--- config.mk ---
export PLATFORM = sky130hd
export DESIGN_NAME = msx_mouse_port
export DESIGN_NICKNAME = d
export VERILOG_FILES = /design/src/rtl/msx_mouse_port.sv
export SDC_FILE = /design/constraint.sdc
export NUM_CORES = 1
export LEC_CHECK = 0
export CAP_MARGIN = 20
export CELL_PAD_IN_SITES_DETAIL_PLACEMENT = 1
export CELL_PAD_IN_SITES_GLOBAL_PLACEMENT = 2
export CORE_ASPECT_RATIO = 0.5
export CORE_UTILIZATION = 30
export CTS_CLUSTER_DIAMETER = 150
export DETAILED_ROUTE_END_ITERATION = 16
export GPL_ROUTABILITY_DRIVEN = 0
export PLACE_DENSITY_LB_ADDON = 0.1
export REMOVE_ABC_BUFFERS = 1
export SYNTH_ARGS = -nofsm -noshare
export SYNTH_HDL_FRONTEND = slang
export SYNTH_SLANG_ARGS = --single-unit
--- constraint.sdc ---
create_clock -name clk_sys -period 8.7 [get_ports clk_sys]
set_input_delay 2.61 -clock clk_sys [delete_from_list [all_inputs] [get_ports clk_sys]]
set_output_delay 2.61 -clock clk_sys [all_outputs]
set_load 0.01 [all_outputs]
--- src/rtl/msx_mouse_port.sv ---
// Converts host mouse reports into the MSX port-A mouse protocol.
// Motion is accumulated between reads and served as four nibbles sequenced by STRA toggles.
module msx_mouse_port #(
    parameter int TIMEOUT_CYCLES = 100000,
    parameter int ACC_W          = 11
) (
    input  logic       clk_sys,
    input  logic       reset,
    input  logic [8:0] mouse_x,
    input  logic [8:0] mouse_y,
    input  logic [7:0] mouse_flags,
    input  logic       mouse_strobe,
    input  logic       joy_idle,
    input  logic       stra,
    output logic       mouse_en,
    output logic [5:0] port_out
);
    localparam int CNT_W = $clog2(TIMEOUT_CYCLES + 1);
    localparam int SUM_W = ACC_W + 2;
    localparam logic [CNT_W-1:0]         CNT_LOAD = CNT_W'(TIMEOUT_CYCLES);
    localparam logic [CNT_W-1:0]         CNT_ONE  = CNT_W'(1);
    localparam logic signed [SUM_W-1:0]  ACC_MAX  = SUM_W'(2 ** (ACC_W - 1) - 1);
    localparam logic signed [SUM_W-1:0]  ACC_MIN  = SUM_W'(-(2 ** (ACC_W - 1)));
    localparam logic signed [ACC_W-1:0]  B_MAX    = ACC_W'(127);
    localparam logic signed [ACC_W-1:0]  B_MIN    = ACC_W'(-128);

    typedef enum logic [1:0] {S0 = 2'd0, S1 = 2'd1, S2 = 2'd2, S3 = 2'd3} state_t;

    function automatic logic signed [ACC_W-1:0] sat_acc(input logic signed [SUM_W-1:0] v);
        if (v > ACC_MAX)      return ACC_MAX[ACC_W-1:0];
        else if (v < ACC_MIN) return ACC_MIN[ACC_W-1:0];
        else                  return v[ACC_W-1:0];
    endfunction

    function automatic logic [7:0] sat8(input logic signed [ACC_W-1:0] v);
        if (v > B_MAX)      return 8'h7F;
        else if (v < B_MIN) return 8'h80;
        else                return v[7:0];
    endfunction

    state_t                   state_r;
    logic                     stra_d_r;
    logic [CNT_W-1:0]         cnt_r;
    logic signed [ACC_W-1:0]  acc_x_r, acc_y_r;
    logic [7:0]               snap_x_r, snap_y_r;

    logic                     edge_s, en_next_s, unused_flags_s;
    logic signed [ACC_W-1:0]  base_x_s, base_y_s, acc_x_next_s, acc_y_next_s;
    logic signed [SUM_W-1:0]  sum_x_s, sum_y_s;
    logic [7:0]               snap8_x_s, snap8_y_s;

    assign unused_flags_s = ^mouse_flags[7:2];

    // Edge detect, enable decision and saturating accumulator next values
    always_comb begin
        edge_s    = stra ^ stra_d_r;
        en_next_s = mouse_strobe | (mouse_en & joy_idle);
        // a read snapshot in S0 empties the accumulator before any coincident delta lands
        base_x_s  = (edge_s && (state_r == S0)) ? '0 : acc_x_r;
        base_y_s  = (edge_s && (state_r == S0)) ? '0 : acc_y_r;
        sum_x_s   = {{(SUM_W-ACC_W){base_x_s[ACC_W-1]}}, base_x_s}
                  - {{(SUM_W-9){mouse_x[8]}}, mouse_x};
        sum_y_s   = {{(SUM_W-ACC_W){base_y_s[ACC_W-1]}}, base_y_s}
                  + {{(SUM_W-9){mouse_y[8]}}, mouse_y};
        snap8_x_s = sat8(acc_x_r);
        snap8_y_s = sat8(acc_y_r);
        if (mouse_strobe) begin
            acc_x_next_s = sat_acc(sum_x_s);
            acc_y_next_s = sat_acc(sum_y_s);
        end else begin
            acc_x_next_s = base_x_s;
            acc_y_next_s = base_y_s;
        end
    end

    // Mode select, accumulators, nibble sequencer and read timeout
    always_ff @(posedge clk_sys) begin
        if (reset) begin
            mouse_en <= 1'b0;
            port_out <= 6'h3F;
            state_r  <= S0;
            stra_d_r <= 1'b0;
            cnt_r    <= '0;
            acc_x_r  <= '0;
            acc_y_r  <= '0;
            snap_x_r <= 8'h00;
            snap_y_r <= 8'h00;
        end else begin
            stra_d_r <= stra;
            mouse_en <= en_next_s;
            if (edge_s)              cnt_r <= CNT_LOAD;
            else if (cnt_r != '0)    cnt_r <= cnt_r - CNT_ONE;
            else                     cnt_r <= cnt_r;

            if (!en_next_s) begin
                port_out <= 6'h3F;
                acc_x_r  <= '0;
                acc_y_r  <= '0;
                state_r  <= S0;
            end else begin
                acc_x_r <= acc_x_next_s;
                acc_y_r <= acc_y_next_s;
                if (mouse_strobe) port_out[5:4] <= ~mouse_flags[1:0];
                if (edge_s) begin
                    case (state_r)
                        S0: begin
                            snap_x_r      <= snap8_x_s;
                            snap_y_r      <= snap8_y_s;
                            port_out[3:0] <= snap8_x_s[7:4];
                            state_r       <= S1;
                        end
                        S1: begin
                            port_out[3:0] <= snap_x_r[3:0];
                            state_r       <= S2;
                        end
                        S2: begin
                            port_out[3:0] <= snap_y_r[7:4];
                            state_r       <= S3;
                        end
                        S3: begin
                            port_out[3:0] <= snap_y_r[3:0];
                            state_r       <= S0;
                        end
                        default: state_r <= S0;
                    endcase
                end else if (cnt_r == CNT_ONE) begin
                    // host stopped reading mid-sequence: restart, keep last nibble on the pins
                    state_r <= S0;
                end else begin
                    state_r <= state_r;
                end
            end
        end
    end
endmodule

## After elaboration in Yosys (flattened, before gate mapping)

Index checks and enable logic that the tools add are counted.

- Bits in registers: 61
- Input bits: 31
- Output and inout port bits: 7

- Add/sub/neg operators: 3
- Magnitude comparators: 8
- Equality and inequality tests: 4
- Mux-type cells: 18
- Bitwise gates (word level): 5
- Reductions and logical operators: 8

Operators with widths:

| operator | count |
|---|---|
| $mux W11 | 8 |
| $mux W17 | 2 |
| $mux W8 | 4 |
| $gt A12 B11 Y1 const B | 2 |
| $lt A12 B11 Y1 const B | 2 |
| $gt A11 B8 Y1 const B | 2 |
| $lt A11 B8 Y1 const B | 2 |
| $eq A17 B1 Y1 const B | 1 |
| $reduce_bool A17 Y1 | 1 |
| $sub A17 B1 Y17 const B | 1 |
| $pmux W4 S4 | 1 |
| $add A11 B9 Y12 | 1 |
| $sub A11 B9 Y12 | 1 |
| $pmux W2 S4 | 1 |
| $eq A2 B2 Y1 const B | 2 |
| $mux W2 | 2 |
| $reduce_bool A2 Y1 | 2 |
| $reduce_or A2 Y1 | 2 |
| $reduce_and A3 Y1 | 1 |
| $eq A2 B1 Y1 const B | 1 |
| $logic_not A2 Y1 | 1 |
| $not A2 Y2 | 1 |
| $and A1 B1 Y1 | 1 |
| $logic_and A1 B1 Y1 | 1 |
| other kinds (3) | 3 |

## Depth between registers and ports, before layout

- Word-level depth: 8
- Mapped depth: 16
- Gate-level depth less buffers: 14

## Worst setup path after synthesis

OpenSTA, ideal clock, no wires.

- Kind: in2reg
- From: input port stra
- To: register acc_x_r[0]
- Library setup time: 0.117 ns
- Data arrival time: 5.132 ns
- Data required time: 8.583 ns
- Slack: 3.450 ns
- Stages on the path: 13
- Path buffers: 1
- Path through: xor2_2 -> nand2_1 -> clkbuf_1 -> nand2_1 -> ha_1 -> inv_1 -> fa_1 -> a21oi_2 -> o221ai_2 -> a31oi_4 -> xnor2_2 -> maj3_1 -> a32o_1

- Word-level cells in the longest chain between the ends: 8
- Elaborated cells on any way between the ends: 9
- Those cells by class: 1 x add/sub; 2 x order compare; 4 x mux; 1 x bitwise; 1 x reduce/logical

RTL lines:

| what | RTL line | RTL |
|---|---|---|
| start: declaration | 14 | `input logic stra,` |
| $xor A1 B1 Y1 (*) | 56 | `edge_s = stra ^ stra_d_r;` |
| $logic_and A1 B1 Y1 (*) | 59 | `base_x_s = (edge_s && (state_r == S0)) ? '0 : acc_x_r;` |
| $mux W11 (*) | 59 |  |
| $sub A11 B9 Y12 | 62 | `- {{(SUM_W-9){mouse_x[8]}}, mouse_x};` |
| $lt A12 B11 Y1 | 31 | `else if (v < ACC_MIN) return ACC_MIN[ACC_W-1:0];` |
| $mux W11 | 31 |  |
| $mux W11 | 30 | `if (v > ACC_MAX) return ACC_MAX[ACC_W-1:0];` |
| $mux W11 (*) | 67 | `if (mouse_strobe) begin` |
| end signal: assignment | 101 | `acc_x_r <= acc_x_next_s;` |
| end: declaration | 44 | `logic signed [ACC_W-1:0] acc_x_r, acc_y_r;` |

Mark *: on every way between the ends. The rest lies on a longest branch, timed or not.
A chain may end at the register's enable or synchronous reset.

## Worst setup path in the final report

- From: input port stra
- To: register acc_y_r[6]

- Word-level cells in the longest chain between the ends: 8
- Elaborated cells on any way between the ends: 9
- Those cells by class: 1 x add/sub; 2 x order compare; 4 x mux; 1 x bitwise; 1 x reduce/logical

RTL lines:

| what | RTL line | RTL |
|---|---|---|
| $xor A1 B1 Y1 (*) | 56 |  |
| $logic_and A1 B1 Y1 (*) | 60 | `base_y_s = (edge_s && (state_r == S0)) ? '0 : acc_y_r;` |
| $mux W11 (*) | 60 |  |
| $add A11 B9 Y12 | 64 | `+ {{(SUM_W-9){mouse_y[8]}}, mouse_y};` |
| $lt A12 B11 Y1 | 31 |  |
| $mux W11 | 31 |  |
| $mux W11 | 30 |  |
| $mux W11 (*) | 67 |  |
| end signal: assignment | 102 | `acc_y_r <= acc_y_next_s;` |
| end: declaration | 44 |  |

Marked as above.

==> flow_summary.yaml <==
logic_synthesis:
  synth_area_mm2: 0.00396
  synthCells: 486
  yosys_warnings: 0
  synth-edff-count: 0
  yosysUniqueCellTypes: 63
  avgSynthCellArea_um2: 8.14
  seq_area_frac_synth: 0.309
  async_reset_ff_frac: 0
  synth-main-ff-cell: "dfxtp_1"
  synth-seq-cells: 61
sta:
  skew_ns: 0.00532
  max-slew-margin-rel: 0.519
  slew_violations: 0
  rsz0062_at_grt: "false"
  fin_crit_sh: 0.721
  setup_viol: 0
  whs_ns: 0.452
  tns_ns: 0
  worstMarginPinSlew_ns: 0.719
  period_needed_ns: 6.27
  fmax_mhz: 160
  hold_viol: 0
grt:
  grt-ovfl-total: 0
  first_global_vias: 3306
  track_usage: 0.153
  grt_pass1_wl_um: 16500
  grt_max_degree: 34
  antenna_found_initial: 0
final_layout:
  finalNonFillerCells: 686
  final_cell_mix: "dfxtp_1 (61), nand2_1 (56), nor2_1 (47)"
  drive_above_1_share: 0.0814
  num-nets-final: 574
  antennaDiodeCount: 0
  final_common_cell: "dfxtp_1"
  n_fill_cell: 1556
  areaGrowthSynthToFinish_pct: 19.5
clock_tree:
  clk_latency_ns: 0.33
  htreeDepth: 3
  clk_pin_slew_ns: 0.05
  cts_tree: "built"
  cts-root-buf: "clkbuf_16"
  cts_buffers: 9
  ctsResizeCount: 0
  cts-hold-fix-buffers: 0
  cts.sinks: 61
  cts_buffer_depth: 2
  post_cts_buffers: 0
power:
  power_density_mw_per_mm2: 201
  power.total_uw: 949
  peakVddDrop_uv: 107
  leakagePower_nw: 1.90
worst_setup_path:
  rr_worst_depth: 13
  path_cells: "clkdlybuf4s50_1, xor2_2, nand2_1, and2_1, ha_1, inv_1, fa_1, inv_1, a21o_1, a221oi_2, mux2i_1, or2_4, o211ai_2, o21ai_1"
  crit_top_cell: "inv_1"
  r2r_end: "acc_y_r[6]"
  timing.rr.start: "stra_d_r"
  cpPeakStageDelay_ns: 0.55
  critPathCaptureType: "flop"
  ff2ff_setup_slack_ns: 4.89
  crit_required_ns: 8.91
  critPathMaxFanout: 25
  critPathLaunchType: "input port"
  critical_path_arrival_ns: 6.48
  crit_slowest_cell: "clkdlybuf4s50_1"
  critPathKind: "in -> reg"
die:
  pin_count: 38
  start_util: 0.310
  rows: 29
  fp.dieW_um: 164
  die_h_um: 83.2
  core_mm2: 0.0128
  fp.dieArea_mm2: 0.0137
route:
  dr.first_iter.drc_count: 133
  drt-total-wl_um: 9770
  via_count: 3385
  viasPerCell: 4.93
  wl_per_cell_um: 14.2
  drc_errors: 0
  drt_first_pass_iters: 4
  antenna_left: 0
min_path:
  min-delay-start: "snap_y_r[0]"
  holdPathStages: 2
  holdPathEnd: "snap_y_r[0]"
  hp-class: "reg -> reg"
placed_design:
  dp.cells: 670
  dpl.hpwl_um: 7370
  portBuffers: 31
run_status:
  status: "completed"
job:
  maxCapViolCount: 0
## worst max-delay path, delay by kind of cell
family,cells,cell delay (ns)
xor gates and xnor gates,1,0.37
and+or+nand+nor,3,1.25
muxes,1,0.14
adders and majority gates,2,0.42
AOI/OAI and AO/OA,4,0.99
buffers and inverters,3,0.67
## registers in the layout (all words and copies together), names as in the netlist
name and flops:
cnt_r 17, port_out 6, state_r 2, stra_d_r 1, acc_y_r 11, mouse_en 1
acc_x_r 11, snap_x_r 4, snap_y_r 8
## through the flow
step                instance area (um2)  worst slack, ns   util
global route                       4730             1.92  0.370
detailed placement                 4400             2.01  0.345
finish                             4730             2.43  0.370
CTS                                4730             2.34  0.370
floorplan                          3860             3.41      -
global placement                   4400             1.93  0.345
## cells in the mapped netlist (9+ instances only)
cell / instances / area share
a21oi_1: 46 / 0.058
and2_1: 20 / 0.032
clkbuf_1: 14 / 0.013
dfxtp_1: 61 / 0.31
ha_1: 30 / 0.095
inv_1: 28 / 0.027
nand2_1: 56 / 0.053
nand3_1: 10 / 0.013
nor2_1: 47 / 0.045
o211ai_1: 13 / 0.025
o21ai_0: 28 / 0.035
xnor2_1: 20 / 0.044
xor2_1: 9 / 0.020
## cells by family after synthesis
logic type / synth area share
xor+xnor: 0.0724
buf+inv: 0.0518
flops: 0.309
mux: 0.0104
fa+ha+maj: 0.113
compound gates: 0.243
simple gates: 0.201
## area by class of cell
cell class,instances,area (um2),area share
multi-input cells,377,2530,0.535
repair buffers,34,333,0.0704
clock buffers,12,256,0.0542
inverters,28,105,0.0222
flip-flops and latches,61,1220,0.258
clock inverters,4,70.1,0.0148
well taps,170,213,0.0450
## metal layers
layer	wire length (um)	share of wire	vias up	track usage
met1	5530	0.57	1588	0.224
met3	266	0.027	7	0.0395
met4	74	0.0076	0	0.0300
li1	-	-	1760	-
met2	3900	0.40	30	0.224
met5	0	0	-	0
## how the worst max path moves through the flow
stage,from,to,slack [ns],cells past startpoint
global placement,stra,acc_y_r[3],1.93,14
finish,stra,acc_y_r[6],2.43,14
floorplan,stra,acc_x_r[0],3.41,12
global route,stra,acc_y_r[6],1.92,14
CTS,stra,acc_y_r[7],2.34,14
detailed placement,stra,acc_y_r[7],2.01,14
## where the power goes
group	internal [mW]	leakage [nW]	switching [mW]	total (mW)
Sequential	0.304	0.500	0.0184	0.322
Combinational	0.102	1.24	0.137	0.239
Clock	0.265	0.163	0.123	0.388
Total	0.671	1.90	0.278	0.949
Power figures use the tool's default switching activity.
